`src/rtl/sum3_stream_accumulator.sv`:
```
// sum3_stream_accumulator
//   Two-stage valid/ready stream wrapper around a three-operand 8-bit
//   carry-lookahead adder. Each accepted beat yields the exact 10-bit sum
//   a+b+c+cin and a running per-frame total (modulo 2^ACC_W) with a sticky
//   wrap flag. The frame total restarts after a beat flagged with in_last.
//
// Ports
//   clk, rst            : clock (rising edge), asynchronous active-high reset
//   in_valid / in_ready : input handshake
//   in_a, in_b, in_c    : 8-bit operands
//   in_cin              : carry-in (weight 1)
//   in_last             : final beat of the current frame
//   out_valid/out_ready : output handshake
//   out_sum             : 10-bit exact sum of this beat
//   out_acc             : frame total including this beat, modulo 2^ACC_W
//   out_ovf             : frame total has wrapped at least once so far
//   out_last            : in_last of this beat

// carry_lookahead_adder_3_8bits
//   a + b + c + cin = {cout_2, cout_1, sum}, range 0..766.
//   A carry-save layer reduces the three operands to two; the carry vector's
//   top bit (weight 256) is merged with the final carry out of the 8-bit
//   lookahead adder to form cout_1/cout_2.
module carry_lookahead_adder_3_8bits (
  input  logic [7:0] a,
  input  logic [7:0] b,
  input  logic [7:0] c,
  input  logic       cin,
  output logic [7:0] sum,
  output logic       cout_1,
  output logic       cout_2
);

  logic [7:0] csa_s;
  logic [7:0] csa_k;
  logic [7:0] op_y;
  logic [7:0] g;
  logic [7:0] p;
  logic [8:0] cy;

  // Carries c[i+1] for a 4-bit group from bitwise generate/propagate.
  function automatic logic [3:0] cla4(input logic [3:0] gi, input logic [3:0] pi,
                                      input logic ci);
    logic [3:0] co;
    co[0] = gi[0] | (pi[0] & ci);
    co[1] = gi[1] | (pi[1] & gi[0]) | (&pi[1:0] & ci);
    co[2] = gi[2] | (pi[2] & gi[1]) | (&pi[2:1] & gi[0]) | (&pi[2:0] & ci);
    co[3] = gi[3] | (pi[3] & gi[2]) | (&pi[3:2] & gi[1]) | (&pi[3:1] & gi[0])
          | (&pi[3:0] & ci);
    return co;
  endfunction

  always_comb begin
    csa_s = a ^ b ^ c;
    csa_k = (a & b) | (a & c) | (b & c);
    // cin occupies the free LSB slot of the left-shifted carry vector
    op_y  = {csa_k[6:0], cin};
    g     = csa_s & op_y;
    p     = csa_s ^ op_y;
    cy[0] = 1'b0;
    cy[4:1] = cla4(g[3:0], p[3:0], 1'b0);
    cy[8:5] = cla4(g[7:4], p[7:4], cy[4]);
    sum    = p ^ cy[7:0];
    cout_1 = csa_k[7] ^ cy[8];
    cout_2 = csa_k[7] & cy[8];
  end

endmodule

module sum3_stream_accumulator #(
  parameter int ACC_W = 16
) (
  input  logic             clk,
  input  logic             rst,
  input  logic             in_valid,
  output logic             in_ready,
  input  logic [7:0]       in_a,
  input  logic [7:0]       in_b,
  input  logic [7:0]       in_c,
  input  logic             in_cin,
  input  logic             in_last,
  output logic             out_valid,
  input  logic             out_ready,
  output logic [9:0]       out_sum,
  output logic [ACC_W-1:0] out_acc,
  output logic             out_ovf,
  output logic             out_last
);

  if (ACC_W < 10) begin : g_bad_acc_w
    $error("sum3_stream_accumulator: ACC_W must be at least 10");
  end

  logic             s1_valid;
  logic [7:0]       s1_a;
  logic [7:0]       s1_b;
  logic [7:0]       s1_c;
  logic             s1_cin;
  logic             s1_last;
  logic             s2_ready;
  logic             take_in;
  logic             load;
  logic [7:0]       add_sum;
  logic             add_cout_1;
  logic             add_cout_2;
  logic [9:0]       sum10;
  logic [ACC_W-1:0] acc_run;
  logic             ovf_run;
  logic [ACC_W:0]   acc_ext;

  always_comb begin
    s2_ready = !out_valid || out_ready;
    in_ready = !s1_valid || s2_ready;
    take_in  = in_valid && in_ready;
    load     = s1_valid && s2_ready;
    sum10    = {add_cout_2, add_cout_1, add_sum};
    // extra MSB captures the wrap out of bit ACC_W-1
    acc_ext  = {1'b0, acc_run} + {{(ACC_W-9){1'b0}}, sum10};
  end

  carry_lookahead_adder_3_8bits u_add (
    .a      (s1_a),
    .b      (s1_b),
    .c      (s1_c),
    .cin    (s1_cin),
    .sum    (add_sum),
    .cout_1 (add_cout_1),
    .cout_2 (add_cout_2)
  );

  always_ff @(posedge clk or posedge rst) begin
    if (rst) begin
      s1_valid <= 1'b0;
      s1_a     <= '0;
      s1_b     <= '0;
      s1_c     <= '0;
      s1_cin   <= 1'b0;
      s1_last  <= 1'b0;
    end else begin
      if (take_in) begin
        s1_valid <= 1'b1;
        s1_a     <= in_a;
        s1_b     <= in_b;
        s1_c     <= in_c;
        s1_cin   <= in_cin;
        s1_last  <= in_last;
      end else if (load) begin
        s1_valid <= 1'b0;
      end
    end
  end

  always_ff @(posedge clk or posedge rst) begin
    if (rst) begin
      out_valid <= 1'b0;
      out_sum   <= '0;
      out_acc   <= '0;
      out_ovf   <= 1'b0;
      out_last  <= 1'b0;
      acc_run   <= '0;
      ovf_run   <= 1'b0;
    end else begin
      if (load) begin
        out_valid <= 1'b1;
        out_sum   <= sum10;
        out_acc   <= acc_ext[ACC_W-1:0];
        out_ovf   <= ovf_run | acc_ext[ACC_W];
        out_last  <= s1_last;
        if (s1_last) begin
          acc_run <= '0;
          ovf_run <= 1'b0;
        end else begin
          acc_run <= acc_ext[ACC_W-1:0];
          ovf_run <= ovf_run | acc_ext[ACC_W];
        end
      end else if (out_ready) begin
        out_valid <= 1'b0;
      end
    end
  end

endmodule

```
`config.mk`:
```
export PLATFORM = sky130hd
export DESIGN_NAME = sum3_stream_accumulator
export DESIGN_NICKNAME = d
export VERILOG_FILES = /design/src/rtl/sum3_stream_accumulator.sv
export SDC_FILE = /design/constraint.sdc
export NUM_CORES = 1
export LEC_CHECK = 0
export CAP_MARGIN = 20
export CELL_PAD_IN_SITES_DETAIL_PLACEMENT = 1
export CELL_PAD_IN_SITES_GLOBAL_PLACEMENT = 1
export CORE_AREA = 5 5 97 117
export DETAILED_ROUTE_END_ITERATION = 10
export DIE_AREA = 0 0 102 122
export PLACE_DENSITY_LB_ADDON = 0.1
export SLEW_MARGIN = 20
export SYNTH_ARGS = -nofsm -noshare
export SYNTH_HDL_FRONTEND = slang
export SYNTH_SLANG_ARGS = --single-unit
```
`constraint.sdc`:
```
create_clock -name clk -period 7.43 [get_ports clk]
set_input_delay 1.1145 -clock clk [delete_from_list [all_inputs] [get_ports clk]]
set_output_delay 1.1145 -clock clk [all_outputs]
set_load 0.02 [all_outputs]
```
==> results.sh, run 1 <==
export IMPL_regArea_um2=1827
export IMPL_grt_max_degree=74
export IMPL_final_util=0.4767
export IMPL_worst_path_max_delay_cell="fa_1"
export IMPL_worst_slew_pin_slew_ns=0.9604
export IMPL_grt_pass1_wl_um=14700
export IMPL_ir_drop_mv=0.1670
export IMPL_rsz0062_at_grt="no"
export IMPL_maxCapViolCount=0
export IMPL_synth_top_area_frac=0.4759
export IMPL_p_int_mw=1.287
export IMPL_power_density_nw_per_um2=444.9
export IMPL_worstPathCellList="fa_1, ha_1, a21o_1, a21oi_2, o21ai_1, a31oi_1, o21bai_1, ha_1, ha_1, a21oi_1, nor2_1, a31oi_1, o21a_1, mux2i_1, o21ai_0"
export IMPL_synth_main_ff_cell="dfrtp_1"
export IMPL_cp_required_ns=7.62
export IMPL_sw_frac_of_total=0.4053
export IMPL_wirelength_um=8622
export IMPL_end_kind="flip-flop"
export IMPL_fmax_mhz=250.7
export IMPL_fin_nets=477
export IMPL_syn_cell_area_um2=3839
export IMPL_cts_sinks=73
export IMPL_multi_input_area_um2=1901
export IMPL_cts_buffer_depth=2
export IMPL_drc=0
export IMPL_synth_area_per_cell_um2=10.75
export IMPL_final_hold_viol_count=0
export IMPL_power_frac_clock=0.204
export IMPL_gp_congestion=0.8468
export IMPL_p_switching_mw=0.8774
export IMPL_dr_first_iter_drc_count=66
export IMPL_detail_route_antenna_nets=0
export IMPL_critical_path_class="flip-flop to flip-flop"
export IMPL_skew_ns=0.006864
export IMPL_cts_resized=0
export IMPL_synthTopCellsByArea="dfrtp_1, mux2_2, ha_1"
export IMPL_ios=60
export IMPL_slowest_delay_ns=0.50
export IMPL_nFillCells=1114
export IMPL_track_usage=0.1504
export IMPL_dp_hpwl_um=6292
export IMPL_antenna_found_initial=0
export IMPL_insertion_delay_ns=0.33
export IMPL_synth_nets=418
export IMPL_cts_root_buf="clkbuf_16"
export IMPL_ys_types=45
export IMPL_drv_slew=0
export IMPL_initial_core_util=0.3760
export IMPL_netlist_top_cell_by_area="dfrtp_1"
export IMPL_synth_compound_area_frac=0.1131
export IMPL_dp_cells=534
export IMPL_ys_ff_latch=73
export IMPL_die_area_um2=12440
export IMPL_die_h_um=122
export IMPL_synth_seq_area_share=0.4759
export IMPL_area_delta_synth_final_pct=26.76
export IMPL_grt_pass1_vias=3098
export IMPL_drt_first_pass_iters=4
export IMPL_vias=2731
export IMPL_muxShareOfSynthArea=0.1010
export IMPL_cts_buffers=9
export IMPL_instances_no_fill=550
export IMPL_slew_headroom=0.3597
export IMPL_die_w_um=102
export IMPL_clk_pin_slew_ns=0.06
export IMPL_wire_per_inst_um=15.68
export IMPL_synth_top_family_by_area="adder cells"
export IMPL_worst_setup_path_start_kind="flip-flop"
export IMPL_crit_fanout=4
export IMPL_setup_viol=0
export IMPL_cts_htree_levels=3
export IMPL_tritoncts="yes"
export IMPL_synthAdderAreaFrac=0.1226
export IMPL_core_um2=10210
export IMPL_yosysMostFrequentCell="dfrtp_1"
export IMPL_port_buffers=59
export IMPL_ys_async_sr_fraction=1.000
export IMPL_power_total_mw=2.165
export IMPL_arrival_ns=4.18
export IMPL_final_setup_tns_ns=0
export IMPL_synth_xor_area_frac=0.03879
export IMPL_yosys_area_share_simple=0.1183
export IMPL_leakage_nw=2.150
export IMPL_post_cts_buffers=0
export IMPL_power_frac_seq=0.281
export IMPL_ys_warn_count=0
export IMPL_yosys_top_cells_count="dfrtp_1, nand2_1, mux2_2, o21ai_0, ha_1"
export IMPL_pwr_share_comb=0.514
export IMPL_grt_ovfl_total=0
export IMPL_rows=41
export IMPL_drive_above_1_share=0.1401
export IMPL_ctsHoldBuffers=0
export IMPL_fin_crit_sh=0.5369
export IMPL_drt_vias_per_instance=4.965
export IMPL_outcome="complete, no violations"
export IMPL_path_common_cell="ha_1"
export IMPL_hold_path_class="flip-flop to flip-flop"
export IMPL_syn_inst=357
export IMPL_num_antenna_cells=0
export IMPL_min_period_ns=3.989
export IMPL_synth_edf_count=0
==> worst paths after layout <==
path / start / endpoint / slack, ns / cells past startpoint
min: out_acc[1] / out_acc[1] / 0.48 / 2
min in group asynchronous: rst / s1_c[7] / 1.40 / 3
max in group asynchronous: rst / acc_run[0] / 5.40 / 3
max: s1_a[1] / acc_run[13] / 3.44 / 15
min reg2reg: out_acc[1] / out_acc[1] / 0.48 / 2
max reg2reg: s1_a[1] / acc_run[13] / 3.44 / 15
==> power groups by stage <==
stage	sequential, mW	clock, mW	combinational, mW
after floorplan	0.665	0	0.720
after global placement	0.612	0	1.11
after CTS	0.614	0.457	1.14
final	0.609	0.442	1.11
after global routing	0.628	0.471	1.26
after detailed placement	0.618	0	1.13
==> worst max-delay path, delay by kind of cell (launching register included) <==
kind	cells	cell delay (ns)
AO/OA/AOI/OAI	9	1.67
adder cells (fa/ha/maj)	4	1.47
flip-flops	1	0.40
multiplexers	1	0.19
AND/OR/NAND/NOR	1	0.09
==> layer usage <==
layer | global-route usage | share of wire | vias to the layer above
met2 | 0.2646 | 0.53 | 47
met4 | 0.05742 | 0.017 | 0
met5 | 0 | 0 | -
met3 | 0.02635 | 0.030 | 12
li1 | - | - | 1335
met1 | 0.1809 | 0.43 | 1337
==> cell families after synthesis <==
kind of cell,after synthesis
xor gates and xnor gates,17
and+or+nand+nor,103
muxes,35
DFF,73
AOI/OAI and AO/OA,68
buffers and inverters,30
adders and majority gates,31
==> stage by stage <==
step           hold slack [ns]  setup slack, ns  cell area (um^2)
6_report                0.4801            3.441              4866
5_1_grt                 0.4980            3.191              4866
4_1_cts                 0.4869            3.421              4863
3_5_place_dp            0.4701            3.457              4556
3_3_place_gp            0.4618            3.567              4556
2_1_floorplan           0.4538            3.856              3839
==> flip-flops by register name, summed over array words and instances (netlist names) <==
register / cells
out_acc: 16
out_ovf: 1
s1_cin: 1
s1_valid: 1
s1_last: 1
out_sum: 10
ovf_run: 1
s1_c: 8
s1_b: 8
s1_a: 8
out_valid: 1
acc_run: 16
out_last: 1
==> area by class of cell <==
cell class,instances,area share
flip-flops and latches,73,0.3754
multi-input cells,254,0.3906
inverters,17,0.01311
repair buffers,61,0.1245
well taps,129,0.03317
clock inverters,4,0.01054
clock buffers,12,0.05271
==> cells in the final DEF, fill, tap and decap left out, types with 2 or more instances in the layout <==
master,count
fa_1,11
nand3_1,4
ha_1,20
nand2_2,2
a21boi_0,2
nor2_1,13
a22o_1,3
a21oi_2,2
and2_1,2
a21o_1,2
o21ai_1,5
o21a_1,2
a31oi_1,5
a21oi_1,10
xor2_1,8
nand4_1,2
o21ai_0,25
mux2i_1,5
nand2b_1,6
xnor2_1,9
mux2_2,30
nor2b_1,2
clkdlybuf4s50_1,59
o211ai_2,2
clkbuf_16,9
buf_4,2
o21bai_1,2
inv_1,16
nor3_1,4
dfrtp_1,73
clkbuf_8,2
nand2_1,61
No activity file was read; power rests on OpenSTA's default activity.
==> run 2: changes to the inputs <==
Clock period 7.43 ns to 3.75 ns, I/O delays scaled along.
==> run 2 against run 1 <==
Against the previous run: maximum frequency up 8.2%; wire length up 5.9%; flip-flop and latch count unchanged; first-iteration DRC count down 58%; power up 130%; sequential share of layout area down 2.2 points; hold slack worse by 0.0015 ns; clock power up 93%; clock-buffer cell count unchanged; clock skew down 0.0037 ns; critical path depth down 1; combinational power rose to 2.5 times the previous value.
==> results.sh, run 2 (synthesis gave the netlist of run 1 again) <==
export IMPL_outcome="complete, no violations"
export IMPL_die_area_um2=12440
export IMPL_core_um2=10210
export IMPL_grt_max_degree=50
export IMPL_cts_sinks=73
export IMPL_drt_vias_per_instance=5.005
export IMPL_detail_route_antenna_nets=0
export IMPL_insertion_delay_ns=0.33
export IMPL_dr_first_iter_drc_count=28
export IMPL_wire_per_inst_um=16.13
export IMPL_cts_buffers=9
export IMPL_die_h_um=122
export IMPL_cts_htree_levels=3
export IMPL_dp_hpwl_um=6639
export IMPL_rsz0062_at_grt="yes"
export IMPL_reg_largest_list="acc_run (16), out_acc (16), out_sum (10)"
export IMPL_grt_pass1_vias=3231
export IMPL_end_kind="flip-flop"
export IMPL_area_delta_synth_final_pct=34.65
export IMPL_rows=41
export IMPL_grt_ovfl_total=0
export IMPL_slew_headroom=0.4384
export IMPL_leakage_nw=2.240
export IMPL_power_density_nw_per_um2=947.3
export IMPL_layout_common_cells="dfrtp_1, nand2_1, clkdlybuf4s50_1, mux2_2, o21ai_0"
export IMPL_port_buffers=59
export IMPL_worst_setup_path_start_kind="flip-flop"
export IMPL_setup_viol=0
export IMPL_fin_nets=494
export IMPL_multi_input_area_um2=2078
export IMPL_final_hold_viol_count=0
export IMPL_drt_first_pass_iters=4
export IMPL_maxCapViolCount=0
export IMPL_power_total_mw=4.896
export IMPL_final_setup_tns_ns=0
export IMPL_cts_buffer_depth=2
export IMPL_track_usage=0.1564
export IMPL_fmax_mhz=271.3
export IMPL_fin_crit_sh=0.9828
export IMPL_power_frac_clock=0.175
export IMPL_arrival_ns=3.88
export IMPL_min_period_ns=3.685
export IMPL_wirelength_um=9129
export IMPL_antenna_found_initial=0
export IMPL_setup_ws_ns=0.06454
export IMPL_initial_core_util=0.3760
export IMPL_mostFrequentLayoutCell="dfrtp_1"
export IMPL_sw_frac_of_total=0.4024
export IMPL_place_area_um2=4638
export IMPL_ctsHoldBuffers=0
export IMPL_drv_slew=0
export IMPL_drc=0
export IMPL_gp_congestion=0.7923
export IMPL_p_switching_mw=1.970
export IMPL_power_frac_seq=0.247
export IMPL_cts_root_buf="clkbuf_16"
export IMPL_worst_slew_pin_slew_ns=0.8414
export IMPL_design_area_um2=5169
export IMPL_ir_drop_mv=0.3363
export IMPL_vias=2833
export IMPL_regArea_um2=1827
export IMPL_clk_pin_slew_ns=0.06
export IMPL_pwr_share_comb=0.578
export IMPL_cp_required_ns=3.94
export IMPL_crit_fanout=3
export IMPL_p_int_mw=2.926
export IMPL_nFillCells=1103
export IMPL_skew_ns=0.003139
export IMPL_die_w_um=102
export IMPL_grt_pass1_wl_um=15210
export IMPL_ios=60
export IMPL_holdWs_ns=0.4787
export IMPL_hold_path_class="flip-flop to flip-flop"
export IMPL_dpl_worst_slack_ns=-0.1395
export IMPL_tritoncts="yes"
export IMPL_drive_above_1_share=0.2243
export IMPL_num_antenna_cells=0
export IMPL_critical_path_class="flip-flop to flip-flop"
==> run 2: critical path, stage by stage (launching register included) <==
cell      delay (ns)
dfrtp_1         0.40
fa_1            0.57
ha_1            0.23
a21o_1          0.17
a21oi_2         0.20
o21bai_1        0.11
fa_2            0.46
ha_4            0.31
o211ai_2        0.09
o211ai_2        0.22
nand4_4         0.17
buf_6           0.16
a31o_4          0.24
mux2i_1         0.14
o21ai_0         0.08
==> run 2: timing repair <==
item,CTS,global route
buffers inserted,2,5
endpoints found under the setup margin,16,18
pin swaps,17,12
gates resized for setup,16,20
==> run 2: per-stage QoR <==
| step | utilization | cells |
|---|---|---|
| after global routing | 0.5063 | 566 |
| after detailed placement | 0.4543 | 545 |
| after CTS | 0.4920 | 562 |
| final | 0.5063 | 566 |
| after floorplan | - | 357 |
| after global placement | 0.4543 | 545 |
==> run 2: layout make-up <==
type | count | area share
clock buffer | 12 | 0.04962
clock inverter | 3 | 0.007746
inverter | 17 | 0.01259
multi-input combinational | 254 | 0.4021
sequential | 73 | 0.3534
tap | 129 | 0.03123
timing repair buffer | 78 | 0.1433
==> run 2: final timing paths <==
check                            from           to  slack (ns)  depth (start not counted)
max in group asynchronous         rst   acc_run[5]        2.32                          3
hold / removal             out_acc[0]   out_acc[0]        0.48                          2
setup / recovery              s1_c[1]  acc_run[11]        0.06                         14
hold reg to reg            out_acc[0]   out_acc[0]        0.48                          2
min in group asynchronous         rst      s1_c[7]        0.70                          2
setup reg to reg              s1_c[1]  acc_run[11]        0.06                         14
==> run 2: metal layers <==
| metal | wire (um) | track usage | part of all wire |
|---|---|---|---|
| met1 | 3678 | 0.1735 | 0.40 |
| met2 | 4906 | 0.2797 | 0.54 |
| met3 | 331 | 0.03837 | 0.036 |
| met4 | 211 | 0.06809 | 0.023 |
| met5 | 0 | 0 | 0 |
==> run 2: power groups by stage <==
stage / logic [mW] / clock network, mW / registers (mW)
floorplan: 1.43 / 0 / 1.32
global placement: 2.30 / 0 / 1.21
detailed placement: 2.34 / 0 / 1.22
CTS: 2.55 / 0.886 / 1.21
global route: 3.12 / 0.918 / 1.25
finish: 2.83 / 0.855 / 1.21
